<file path="src/rtl/fetch_unit.sv">
`default_nettype none
// ============================================================================
// Module   : fetch_unit
// Purpose  : Instruction fetch front end. Single outstanding word read,
//            valid/ready instruction output register, branch redirects.
// Revision : 1.0
// ============================================================================
module fetch_unit #(
    parameter logic [31:0] RESET_PC = 32'h0000_0000
) (
    input  logic        clk,
    input  logic        rst,
    input  logic [31:0] pc_in,
    input  logic        pc_load,
    output logic        mem_req,
    output logic [31:0] mem_addr,
    input  logic        mem_gnt,
    input  logic        mem_rvalid,
    input  logic [31:0] mem_rdata,
    output logic        instr_valid,
    output logic [31:0] instr,
    output logic [31:0] instr_pc,
    input  logic        instr_ready
);

    typedef enum logic [1:0] {
        S_IDLE = 2'd0,
        S_REQ  = 2'd1,
        S_WAIT = 2'd2,
        S_HOLD = 2'd3
    } state_t;

    state_t      state_q, state_d;
    logic [31:0] fpc_q, fpc_d;
    logic [31:0] ipc_q, ipc_d;
    logic        drop_q, drop_d;
    logic        valid_q, valid_d;
    logic [31:0] instr_q, instr_d;
    logic [31:0] instr_pc_q, instr_pc_d;
    logic [31:0] target;

    assign target = pc_in & 32'hFFFF_FFFC;

    always_ff @(posedge clk or posedge rst) begin
        if (rst) begin
            state_q    <= S_IDLE;
            fpc_q      <= RESET_PC;
            ipc_q      <= 32'h0;
            drop_q     <= 1'b0;
            valid_q    <= 1'b0;
            instr_q    <= 32'h0;
            instr_pc_q <= 32'h0;
        end else begin
            state_q    <= state_d;
            fpc_q      <= fpc_d;
            ipc_q      <= ipc_d;
            drop_q     <= drop_d;
            valid_q    <= valid_d;
            instr_q    <= instr_d;
            instr_pc_q <= instr_pc_d;
        end
    end

    always_comb begin
        state_d    = state_q;
        fpc_d      = fpc_q;
        ipc_d      = ipc_q;
        drop_d     = drop_q;
        valid_d    = valid_q;
        instr_d    = instr_q;
        instr_pc_d = instr_pc_q;

        case (state_q)
            S_IDLE: state_d = S_REQ;
            S_REQ: begin
                if (mem_gnt) begin
                    ipc_d   = fpc_q;
                    fpc_d   = fpc_q + 32'd4;
                    state_d = S_WAIT;
                    // Granted in the redirect cycle: the response belongs to the old stream.
                    if (pc_load) drop_d = 1'b1;
                end
            end
            S_WAIT: begin
                if (mem_rvalid) begin
                    if (drop_q || pc_load) begin
                        drop_d  = 1'b0;
                        state_d = S_REQ;
                    end else begin
                        instr_d    = mem_rdata;
                        instr_pc_d = ipc_q;
                        valid_d    = 1'b1;
                        state_d    = S_HOLD;
                    end
                end else if (pc_load) begin
                    drop_d = 1'b1;
                end
            end
            S_HOLD: begin
                if (pc_load || instr_ready) begin
                    valid_d = 1'b0;
                    state_d = S_REQ;
                end
            end
            default: state_d = S_IDLE;
        endcase

        // A redirect always wins over the sequential fpc+4 update.
        if (pc_load) fpc_d = target;
    end

    assign mem_req     = (state_q == S_REQ);
    assign mem_addr    = fpc_q;
    assign instr_valid = valid_q;
    assign instr       = instr_q;
    assign instr_pc    = instr_pc_q;

endmodule
`default_nettype wire
</file>
<file path="config.mk">
export PLATFORM = sky130hd
export DESIGN_NAME = fetch_unit
export DESIGN_NICKNAME = d
export VERILOG_FILES = /design/src/rtl/fetch_unit.sv
export SDC_FILE = /design/constraint.sdc
export NUM_CORES = 1
export LEC_CHECK = 0
export ABC_AREA = 0
export ABC_CLOCK_PERIOD_IN_PS = 14300
export CAP_MARGIN = 20
export CORE_MARGIN = 3
export CORE_UTILIZATION = 51
export CTS_CLUSTER_SIZE = 14
export DETAILED_ROUTE_END_ITERATION = 10
export GPL_ROUTABILITY_DRIVEN = 0
export HOLD_SLACK_MARGIN = 0.15
export MAX_ROUTING_LAYER = met4
export PLACE_DENSITY = 0.86
export RECOVER_POWER = 100
export SYNTH_ARGS = -nofsm -noshare
export SYNTH_HDL_FRONTEND = slang
export SYNTH_SLANG_ARGS = --single-unit
</file>
<file path="constraint.sdc">
create_clock -name clk -period 14.3 [get_ports clk]
set_input_delay 3.575 -clock clk [delete_from_list [all_inputs] [get_ports clk]]
set_output_delay 3.575 -clock clk [all_outputs]
set_load 0.01 [all_outputs]
</file>
==> impl_metrics.csv, run 1 <==
group,metric,value,unit
status,status,"finished, violations left",
status,violations,"capacitance limit, slew limit",
timing,slew_headroom,-1.336,
drt,ant_nets,0,
power,pwr-share-seq,0.412,
power,p_leak,3.558,nW
logic_synthesis,avgSynthCellArea,12.67,um^2
cts,cts.clk_slew.worst_paths,0.06,ns
finish,design_area,0.007754,mm^2
grt,grt_max_degree,80,
worst_setup_path,cp-start-kind,"input pin",
timing,rsz0062_at_grt,"no",
logic_synthesis,yosysWarnings,0,
place,placed_area,0.007201,mm^2
logic_synthesis,ys_seq_area_frac,0.5709,
drt,wirelength,13.08,mm
place,place_inst,712,
timing,report.final.hold_viol_count,0,
grt,grt_pass1_wl,20.56,mm
floorplan,initial_utilization,0.5302,
logic_synthesis,synth_common_cells,"dfrtp_1 (126), mux2_2 (79), nand2_1 (28)",
grt,globalRouteTotalUtil,0.2276,
drt,drtIter0Drc,191,
cts,htreeDepth,4,
floorplan,die_w,110.1,um
cts,cts_buffers,17,
timing,fin_ws,6.457,ns
power,sw_frac_of_total,0.2876,
drt,route.detailed.drc,0,
finish,fin_cells,743,
power,ir_drop,0.0001067,V
worst_hold_path,holdCritPathClass,"reg -> reg",
timing,clock_skew,0.01070,ns
timing,fin_setup_tns,0,ns
logic_synthesis,syn_area,0.005523,mm^2
floorplan,coreArea,0.01042,mm^2
grt,grt_antenna_before_repair,0,
worst_setup_path,path_class,"in -> async",
floorplan,die_y,110.1,um
worst_setup_path,worstPathRequired,14.39,ns
logic_synthesis,ys.flop_type,"dfrtp_1",
worst_hold_path,hold_depth,1,
logic_synthesis,yosysTopAreaCellShare,0.5709,
timing,setup_viol,0,
place,dpl.hpwl,9.196,mm
drt,detail_route.wl_per_cell,17.61,um
timing,layout_min_cycle_time,7.843,ns
power,netSwitchingPower,0.3815,mW
worst_setup_path,ff2ff_path_depth,6,
cts,root_buffer,"clkbuf_8",
floorplan,placementRows,37,
cts,clock_sinks,126,
floorplan,io_pins,168,
cts,clk_latency,0.51,ns
timing,timing.hold.ws,0.4809,ns
cts,cts_tree,"done",
place,port_buffers,161,
worst_setup_path,arrival,7.93,ns
logic_synthesis,ys_ff_latch,126,
floorplan,design.die.area,0.01211,mm^2
finish,layout-drive-gt1-share,0.1944,
cts,holdBufCountCts,0,
worst_setup_path,cp-end-kind,"asynchronous set/reset pin",
power,pwr-share-clk,0.308,
logic_synthesis,yosysTopAreaCell,"dfrtp_1",
worst_setup_path,cp_max_fo,79,
logic_synthesis,syn_inst,436,
finish,nets,670,
place,place_ws,8.612,ns
logic_synthesis,yosysMostFrequentCell,"dfrtp_1",
logic_synthesis,synth_edf_count,0,
logic_synthesis,synth.distinct_cells,39,
drt,vias,4057,
finish,antenna_cells,0,
grt,gr-total-overflow,0,
finish,num-fill-cells,684,
power,combinationalPowerShare,0.281,
cts,clockBufferDepth,2,
timing,tightest_slew,3.503,ns
timing,fmax,127.5,MHz
logic_synthesis,async_reset_ff_frac,1.000,
grt,first_global_vias,4212,
finish,area_growth,40.39,%
flow_run,maxCapViolations,5,
power,power_density,171.1,mW/mm^2
drt,first_pass_iters,5,
cts,post_cts_buffers,0,
logic_synthesis,synthTopCellsByArea,"dfrtp_1 (57%), mux2_2 (16%), mux2_1 (2.0%)",
cts,cts_resized,0,
timing,fin_crit_sh,0.5485,
drt,vias_per_cell,5.460,
timing,report.final.slew_viol_count,271,
power,intPower,0.9448,mW
==> worst max-delay path, stage by stage <==
cell and delay, ns:
dlygate4sd3_1 0.55, clkinvlp_2 1.83, clkbuf_1 1.88
==> final timing paths <==
kind / start / endpoint / slack [ns]
worst min-delay path: ipc_q[14]$_DFFE_PP0P_ / instr_pc[14]$_DFFE_PP0P_ / 0.48
max in group clk: pc_load / instr_pc[7]$_DFFE_PP0P_ / 6.49
worst max register to register: state_q[0]$_DFFE_PP0P_ / instr_pc[7]$_DFFE_PP0P_ / 10.15
worst max-delay path: rst / instr_pc[27]$_DFFE_PP0P_ / 6.46
worst min register to register: ipc_q[14]$_DFFE_PP0P_ / instr_pc[14]$_DFFE_PP0P_ / 0.48
min in group asynchronous: rst / ipc_q[27]$_DFFE_PP0P_ / 4.47
==> power groups by stage <==
stage          clock network (mW)  registers [mW]  logic, mW
4_1_cts                     0.415           0.550      0.406
6_report                    0.408           0.546      0.372
5_1_grt                     0.433           0.563      0.408
3_3_place_gp                    0           0.546      0.390
2_1_floorplan                   0           0.570      0.170
3_5_place_dp                    0           0.555      0.402
==> flip-flops by register name (all words and copies together) (netlist names) <==
register and flops:
instr_pc 30, state_q 2, drop_q 1, ipc_q 30
instr_valid 1, instr 32, mem_addr 30
==> cell type report <==
| type | count | area, um^2 | share of cell area |
|---|---|---|---|
| Sequential cell | 126 | 3153 | 0.4066 |
| Multi-Input combinational cell | 277 | 2205 | 0.2843 |
| Timing Repair Buffer | 164 | 1623 | 0.2093 |
| Clock buffer | 18 | 427.9 | 0.05519 |
| Tap cell | 136 | 170.2 | 0.02195 |
| Clock inverter | 13 | 140.1 | 0.01807 |
| Inverter | 9 | 35.03 | 0.004518 |
==> routing by layer <==
layer	vias to the layer above	track usage	share of wire
li1	1900	-	-
met1	1996	0.2765	0.42
met2	153	0.3696	0.49
met3	8	0.06465	0.082
met4	0	0.07302	0.0088
met5	-	-	0
==> cells by family after synthesis <==
logic type	count (synthesis)	synth area share
AO/OA/AOI/OAI	54	0.06117
multiplexers	91	0.1851
flip-flops	126	0.5709
adder cells (fa/ha/maj)	5	0.01133
other	1	0.0006790
buffers and inverters	36	0.03308
AND/OR/NAND/NOR	111	0.1187
XOR/XNOR	12	0.01903
==> cells in the final DEF, fill, tap and decap left out, types with 2 or more instances in the layout <==
master	n
dfrtp_1	126
dlygate4sd3_1	97
mux2_2	78
clkdlybuf4s50_1	64
nand2_1	28
o21ai_0	22
nor2_1	21
clkbuf_16	16
a31oi_1	15
nand3_1	14
nand4_1	14
mux2_1	11
xor2_1	10
o31ai_1	9
or4_1	9
inv_1	8
and4_1	7
or3_1	5
ha_1	5
nand4_4	4
conb_1	4
clkinv_4	4
clkinv_2	4
clkbuf_1	3
a21oi_1	2
mux2i_1	2
xnor2_1	2
and2_1	2
o311ai_0	2
clkbuf_8	2
bufinv_16	2
inv_6	2
==> through the flow <==
| stage | util | total power [mW] |
|---|---|---|
| floorplan | - | 0.7406 |
| global placement | 0.6913 | 0.9357 |
| detailed placement | 0.6913 | 0.9577 |
| CTS | 0.7458 | 1.371 |
| global route | 0.7444 | 1.403 |
| finish | 0.7444 | 1.326 |
(Power assumes the default switching activity.)
==> run 2, diff against run 1 <==
- ABC_CLOCK_PERIOD_IN_PS: 14300 -> 6850
- CORE_UTILIZATION: 51 -> 43
- PLACE_DENSITY: 0.86 -> 0.77
- clock period: 14.3 -> 6.85 ns (I/O delays scaled with it)
==> run 2 against run 1 <==
Compared with the run above:
- the run still ends with capacitance limit, slew limit left
- setup slack got worse by 4.7 ns
- combinational power grew 110%
- largest cell class unchanged
- highest routed layer unchanged
- final cell count increased by 4.4%
==> impl_metrics.csv, run 2 (synthesis results as in run 1) <==
group,metric,value,unit
drt,first_pass_iters,4,
worst_setup_path,cp_max_fo,43,
floorplan,initial_utilization,0.4504,
timing,slew_headroom,-0.7156,
timing,clock_skew,0.005945,ns
finish,ff_latch_area,0.003153,mm^2
cts,clk_latency,0.41,ns
worst_setup_path,r2r_slack,3.56,ns
place,dpl.hpwl,9.390,mm
finish,design_area,0.007905,mm^2
worst_setup_path,cpPeakStageDelay,1.05,ns
timing,fin_setup_tns,0,ns
status,violations,"capacitance limit, slew limit",
timing,timing.hold.ws,0.4752,ns
grt,first_global_vias,4100,
place,port_buffers,161,
power,power_density,366.0,mW/mm^2
status,status,"finished, violations left",
cts,cts_resized,0,
cts,post_cts_buffers,0,
drt,vias_per_cell,5.244,
finish,mostFrequentLayoutCells,"dfrtp_1 (126), dlygate4sd3_1 (97), mux2_2 (79), clkdlybuf4s50_1 (64), nand2_1 (28)",
finish,antenna_cells,0,
power,ir_drop,0.0002035,V
drt,detail_route.wl_per_cell,17.30,um
worst_setup_path,cp_slowest_cell,"nor3_4",
cts,cts_buffers,17,
finish,area_growth,43.14,%
grt,grt_max_degree,80,
worst_setup_path,worstPathRequired,7.13,ns
worst_hold_path,holdCritPathClass,"reg -> reg",
floorplan,die_w,119.3,um
flow_run,maxCapViolations,2,
grt,globalRouteTotalUtil,0.2006,
power,power,2.893,mW
timing,report.final.slew_viol_count,90,
timing,fmax,194.5,MHz
place,placed_area,0.007246,mm^2
worst_setup_path,r2r_start,"state_q[0]$_DFFE_PP0P_",
finish,num-fill-cells,948,
worst_setup_path,cp-end-kind,"flop",
grt,grt_pass1_wl,21.86,mm
drt,vias,4069,
worst_setup_path,path_class,"in -> reg",
timing,layout_min_cycle_time,5.141,ns
floorplan,design.die.area,0.01424,mm^2
timing,rsz0062_at_grt,"no",
finish,layout_commonest_cell,"dfrtp_1",
floorplan,io_pins,168,
finish,layout-drive-gt1-share,0.1924,
worst_setup_path,ff2ff_path_depth,6,
grt,gr-total-overflow,0,
timing,report.final.hold_viol_count,0,
cts,cts.clk_slew.worst_paths,0.05,ns
worst_setup_path,crit_path_cell_trace,"dlygate4sd3_1, clkbuf_1, nor3_4, clkbuf_2, mux2_2",
floorplan,coreArea,0.01226,mm^2
drt,drtIter0Drc,275,
timing,fin_crit_sh,0.7505,
drt,ant_nets,0,
worst_setup_path,cp-start-kind,"input pin",
timing,setup_viol,0,
drt,route.detailed.drc,0,
worst_setup_path,arrival,5.43,ns
power,p_leak,3.611,nW
floorplan,die_y,119.3,um
finish,nets,672,
cts,clock_sinks,126,
worst_setup_path,cp-startpoint,"pc_load",
grt,grt_antenna_before_repair,0,
cts,root_buffer,"clkbuf_16",
finish,multi_input_area,0.002205,mm^2
finish,largest_register_ffs,32,
timing,tightest_slew,2.573,ns
drt,wirelength,13.42,mm
floorplan,placementRows,40,
worst_setup_path,worstReg2RegEnd,"instr[14]$_DFFE_PP0P_",
cts,clockBufferDepth,2,
cts,htreeDepth,4,
worst_setup_path,endpoint,"instr[14]$_DFFE_PP0P_",
cts,cts_tree,"done",
cts,holdBufCountCts,0,
run 2: critical path: cells and delay by family:
family        cells  cell delay [ns]
buf+inv           3             2.19
simple gates      1             1.05
mux               1             0.43
run 2: cell type report:
class / instances / share of cell area
inverter: 9 / 0.004432
clock inverter: 6 / 0.01963
sequential: 126 / 0.3989
clock buffer: 24 / 0.06220
tap: 168 / 0.02659
timing repair buffer: 166 / 0.2094
multi-input combinational: 277 / 0.2789
run 2: per-layer routing:
metal,track usage,vias up,routed length [um]
li1,-,1914,-
met1,0.2553,1990,5869
met2,0.3052,151,6300
met3,0.06553,14,1077
met4,0.06657,0,175
met5,-,-,0
run 2: how the worst min path moves through the flow:
stage,to,cells past startpoint,start
after detailed placement,instr[24]$_DFFE_PP0P_,1,instr[24]$_DFFE_PP0P_
after CTS,instr[22]$_DFFE_PP0P_,1,instr[22]$_DFFE_PP0P_
after global routing,instr[24]$_DFFE_PP0P_,1,instr[24]$_DFFE_PP0P_
final,instr[22]$_DFFE_PP0P_,1,instr[22]$_DFFE_PP0P_
after global placement,ipc_q[16]$_DFFE_PP0P_,2,ipc_q[16]$_DFFE_PP0P_
after floorplan,ipc_q[16]$_DFFE_PP0P_,2,ipc_q[16]$_DFFE_PP0P_
run 2: where the power goes:
group	leakage, nW	switching [mW]	internal (mW)
Combinational	1.69	0.321	0.453
Clock	0.316	0.302	0.680
Sequential	1.61	0.145	0.992
Total	3.61	0.769	2.12
run 2: through the flow:
stage / cells / setup WS [ns] / utilization
floorplan: 439 / 1.782 / -
global placement: 745 / 2.446 / 0.5909
detailed placement: 745 / 2.370 / 0.5909
CTS: 775 / 2.798 / 0.6437
global route: 776 / 1.341 / 0.6447
finish: 776 / 1.709 / 0.6447
==> run 3, diff against run 2 <==
- ABC_CLOCK_PERIOD_IN_PS: 6850 -> 4900
- CORE_UTILIZATION: 43 -> 47
- PLACE_DENSITY: 0.77 -> 0.8
- clock period: 6.85 -> 4.9 ns (I/O delays scaled with it)
==> run 3 against run 2 <==
Compared with the run above:
- the run still ends with capacitance limit, slew limit left
- hold slack better by 0.0022 ns
- clock skew up 0.0021 ns
- setup slack worse by 0.60 ns
- cell area down 1.6%
- highest routed layer unchanged
- final cell count down 3.6%
- total power up 38%
==> impl_metrics.csv, run 3 (synthesis results as in run 1) <==
group,metric,value,unit
power,intPower,2.885,mW
worst_setup_path,worstReg2RegEnd,"instr[15]$_DFFE_PP0P_",
worst_setup_path,arrival,4.07,ns
worst_setup_path,cp-start-kind,"input pin",
timing,tightest_slew,1.608,ns
drt,vias,4123,
finish,num-fill-cells,824,
floorplan,design.die.area,0.01309,mm^2
timing,report.final.slew_viol_count,37,
finish,mostFrequentLayoutCells,"dfrtp_1 (126), dlygate4sd3_1 (98), mux2_2 (79), clkdlybuf4s50_1 (63), nand2_1 (29)",
power,pwr-share-clk,0.327,
floorplan,initial_utilization,0.4943,
cts,clock_sinks,126,
cts,cts_resized,0,
drt,drtIter0Drc,258,
floorplan,placementRows,38,
flow_run,maxCapViolations,1,
power,combinationalPowerShare,0.273,
power,p_leak,3.571,nW
cts,clk_latency,0.40,ns
worst_setup_path,cp_max_fo,51,
timing,fin_setup_tns,0,ns
drt,first_pass_iters,4,
worst_setup_path,worstPathRequired,5.17,ns
timing,rsz0062_at_grt,"no",
floorplan,coreArea,0.01117,mm^2
floorplan,die_y,114.4,um
worst_setup_path,ff2ff_path_depth,6,
finish,fin_cells,748,
finish,antenna_cells,0,
drt,vias_per_cell,5.512,
finish,final_core_util,0.6962,
finish,largest_register_ffs,32,
floorplan,die_w,114.4,um
power,pwr-share-seq,0.400,
worst_setup_path,r2r_start,"state_q[0]$_DFFE_PP0P_",
finish,layout_commonest_cell,"dfrtp_1",
finish,nets,671,
cts,root_buffer,"clkbuf_16",
power,netSwitchingPower,1.096,mW
power,power,3.980,mW
timing,setup_viol,0,
cts,clockBufferDepth,2,
cts,post_cts_buffers,0,
power,power_density,511.7,mW/mm^2
power,sw_frac_of_total,0.2753,
grt,first_global_vias,4431,
drt,route.detailed.drc,0,
grt,grt_pass1_wl,22.45,mm
grt,grt_max_degree,70,
cts,cts_tree,"done",
worst_setup_path,cp-end-kind,"flop",
worst_hold_path,hold_end,"ipc_q[30]$_DFFE_PP0P_",
drt,detail_route.wl_per_cell,18.09,um
place,port_buffers,161,
cts,cts.clk_slew.worst_paths,0.06,ns
floorplan,io_pins,168,
cts,htreeDepth,4,
timing,slew_headroom,-0.07458,
timing,fin_crit_sh,0.7741,
worst_setup_path,r2r_slack,1.79,ns
finish,layout-drive-gt1-share,0.1891,
grt,globalRouteTotalUtil,0.2248,
grt,gr-total-overflow,0,
worst_hold_path,holdCritPathClass,"reg -> reg",
power,ir_drop,0.0003020,V
place,dpl.hpwl,9.526,mm
status,violations,"capacitance limit, slew limit",
timing,layout_min_cycle_time,3.793,ns
worst_hold_path,hold_depth,2,
worst_hold_path,min_from,"ipc_q[30]$_DFFE_PP0P_",
status,status,"finished, violations left",
drt,wirelength,13.54,mm
drt,ant_nets,0,
timing,report.final.hold_viol_count,0,
grt,grt_antenna_before_repair,0,
place,place_inst,717,
finish,area_growth,40.85,%
cts,holdBufCountCts,0,
worst_setup_path,path_class,"in -> reg",
timing,clock_skew,0.008008,ns
timing,fmax,263.6,MHz
cts,cts_buffers,17,
-- run 3: worst max-delay path by stage --
stage / to / depth (start not counted) / startpoint
floorplan: drop_q$_DFFE_PP0P_ / 1 / rst
global placement: instr[20]$_DFFE_PP0P_ / 5 / mem_rvalid
detailed placement: instr[18]$_DFFE_PP0P_ / 5 / mem_rvalid
CTS: mem_req / 3 / state_q[1]$_DFFE_PP0P_
global route: instr[31]$_DFFE_PP0P_ / 5 / mem_rvalid
finish: instr[15]$_DFFE_PP0P_ / 5 / mem_rvalid
-- run 3: area by class of cell --
| cell class | instances | area [um^2] | area share |
|---|---|---|---|
| inverter | 9 | 36.28 | 0.004665 |
| timing repair buffer | 165 | 1635 | 0.2102 |
| clock buffer | 21 | 450.4 | 0.05791 |
| multi-input combinational | 277 | 2166 | 0.2784 |
| sequential | 126 | 3153 | 0.4053 |
| tap | 140 | 175.2 | 0.02252 |
| clock inverter | 10 | 162.7 | 0.02091 |
-- run 3: power by group through the flow --
stage | registers (mW) | logic [mW] | clock network, mW
after floorplan | 1.66 | 0.497 | 0
after global placement | 1.59 | 1.14 | 0
after detailed placement | 1.62 | 1.18 | 0
after CTS | 1.61 | 1.19 | 1.33
after global routing | 1.64 | 1.19 | 1.37
final | 1.59 | 1.09 | 1.30
-- run 3: worst max-delay path, cell delays in order --
cell and delay, ns:
dlygate4sd3_1 0.58, nand2_1 0.11, nor3_4 0.58, clkbuf_2 1.11
mux2_2 0.43
-- run 3: metal layers --
layer	wire [um]	GRT usage	part of all wire
met1	5727	0.2858	0.42
met5	0	-	0
met3	1028	0.05180	0.076
met2	6614	0.3605	0.49
met4	165	0.06888	0.012
-- run 3: metrics by stage --
step / instance area, um^2 / setup WS, ns / hold WS (ns)
detailed placement: 7226 / 1.492 / 0.4735
CTS: 7839 / 1.798 / 0.4843
finish: 7779 / 1.107 / 0.4775
global route: 7779 / 0.9664 / 0.5073
floorplan: 5534 / 0.3191 / 0.4444
global placement: 7226 / 1.555 / 0.4583
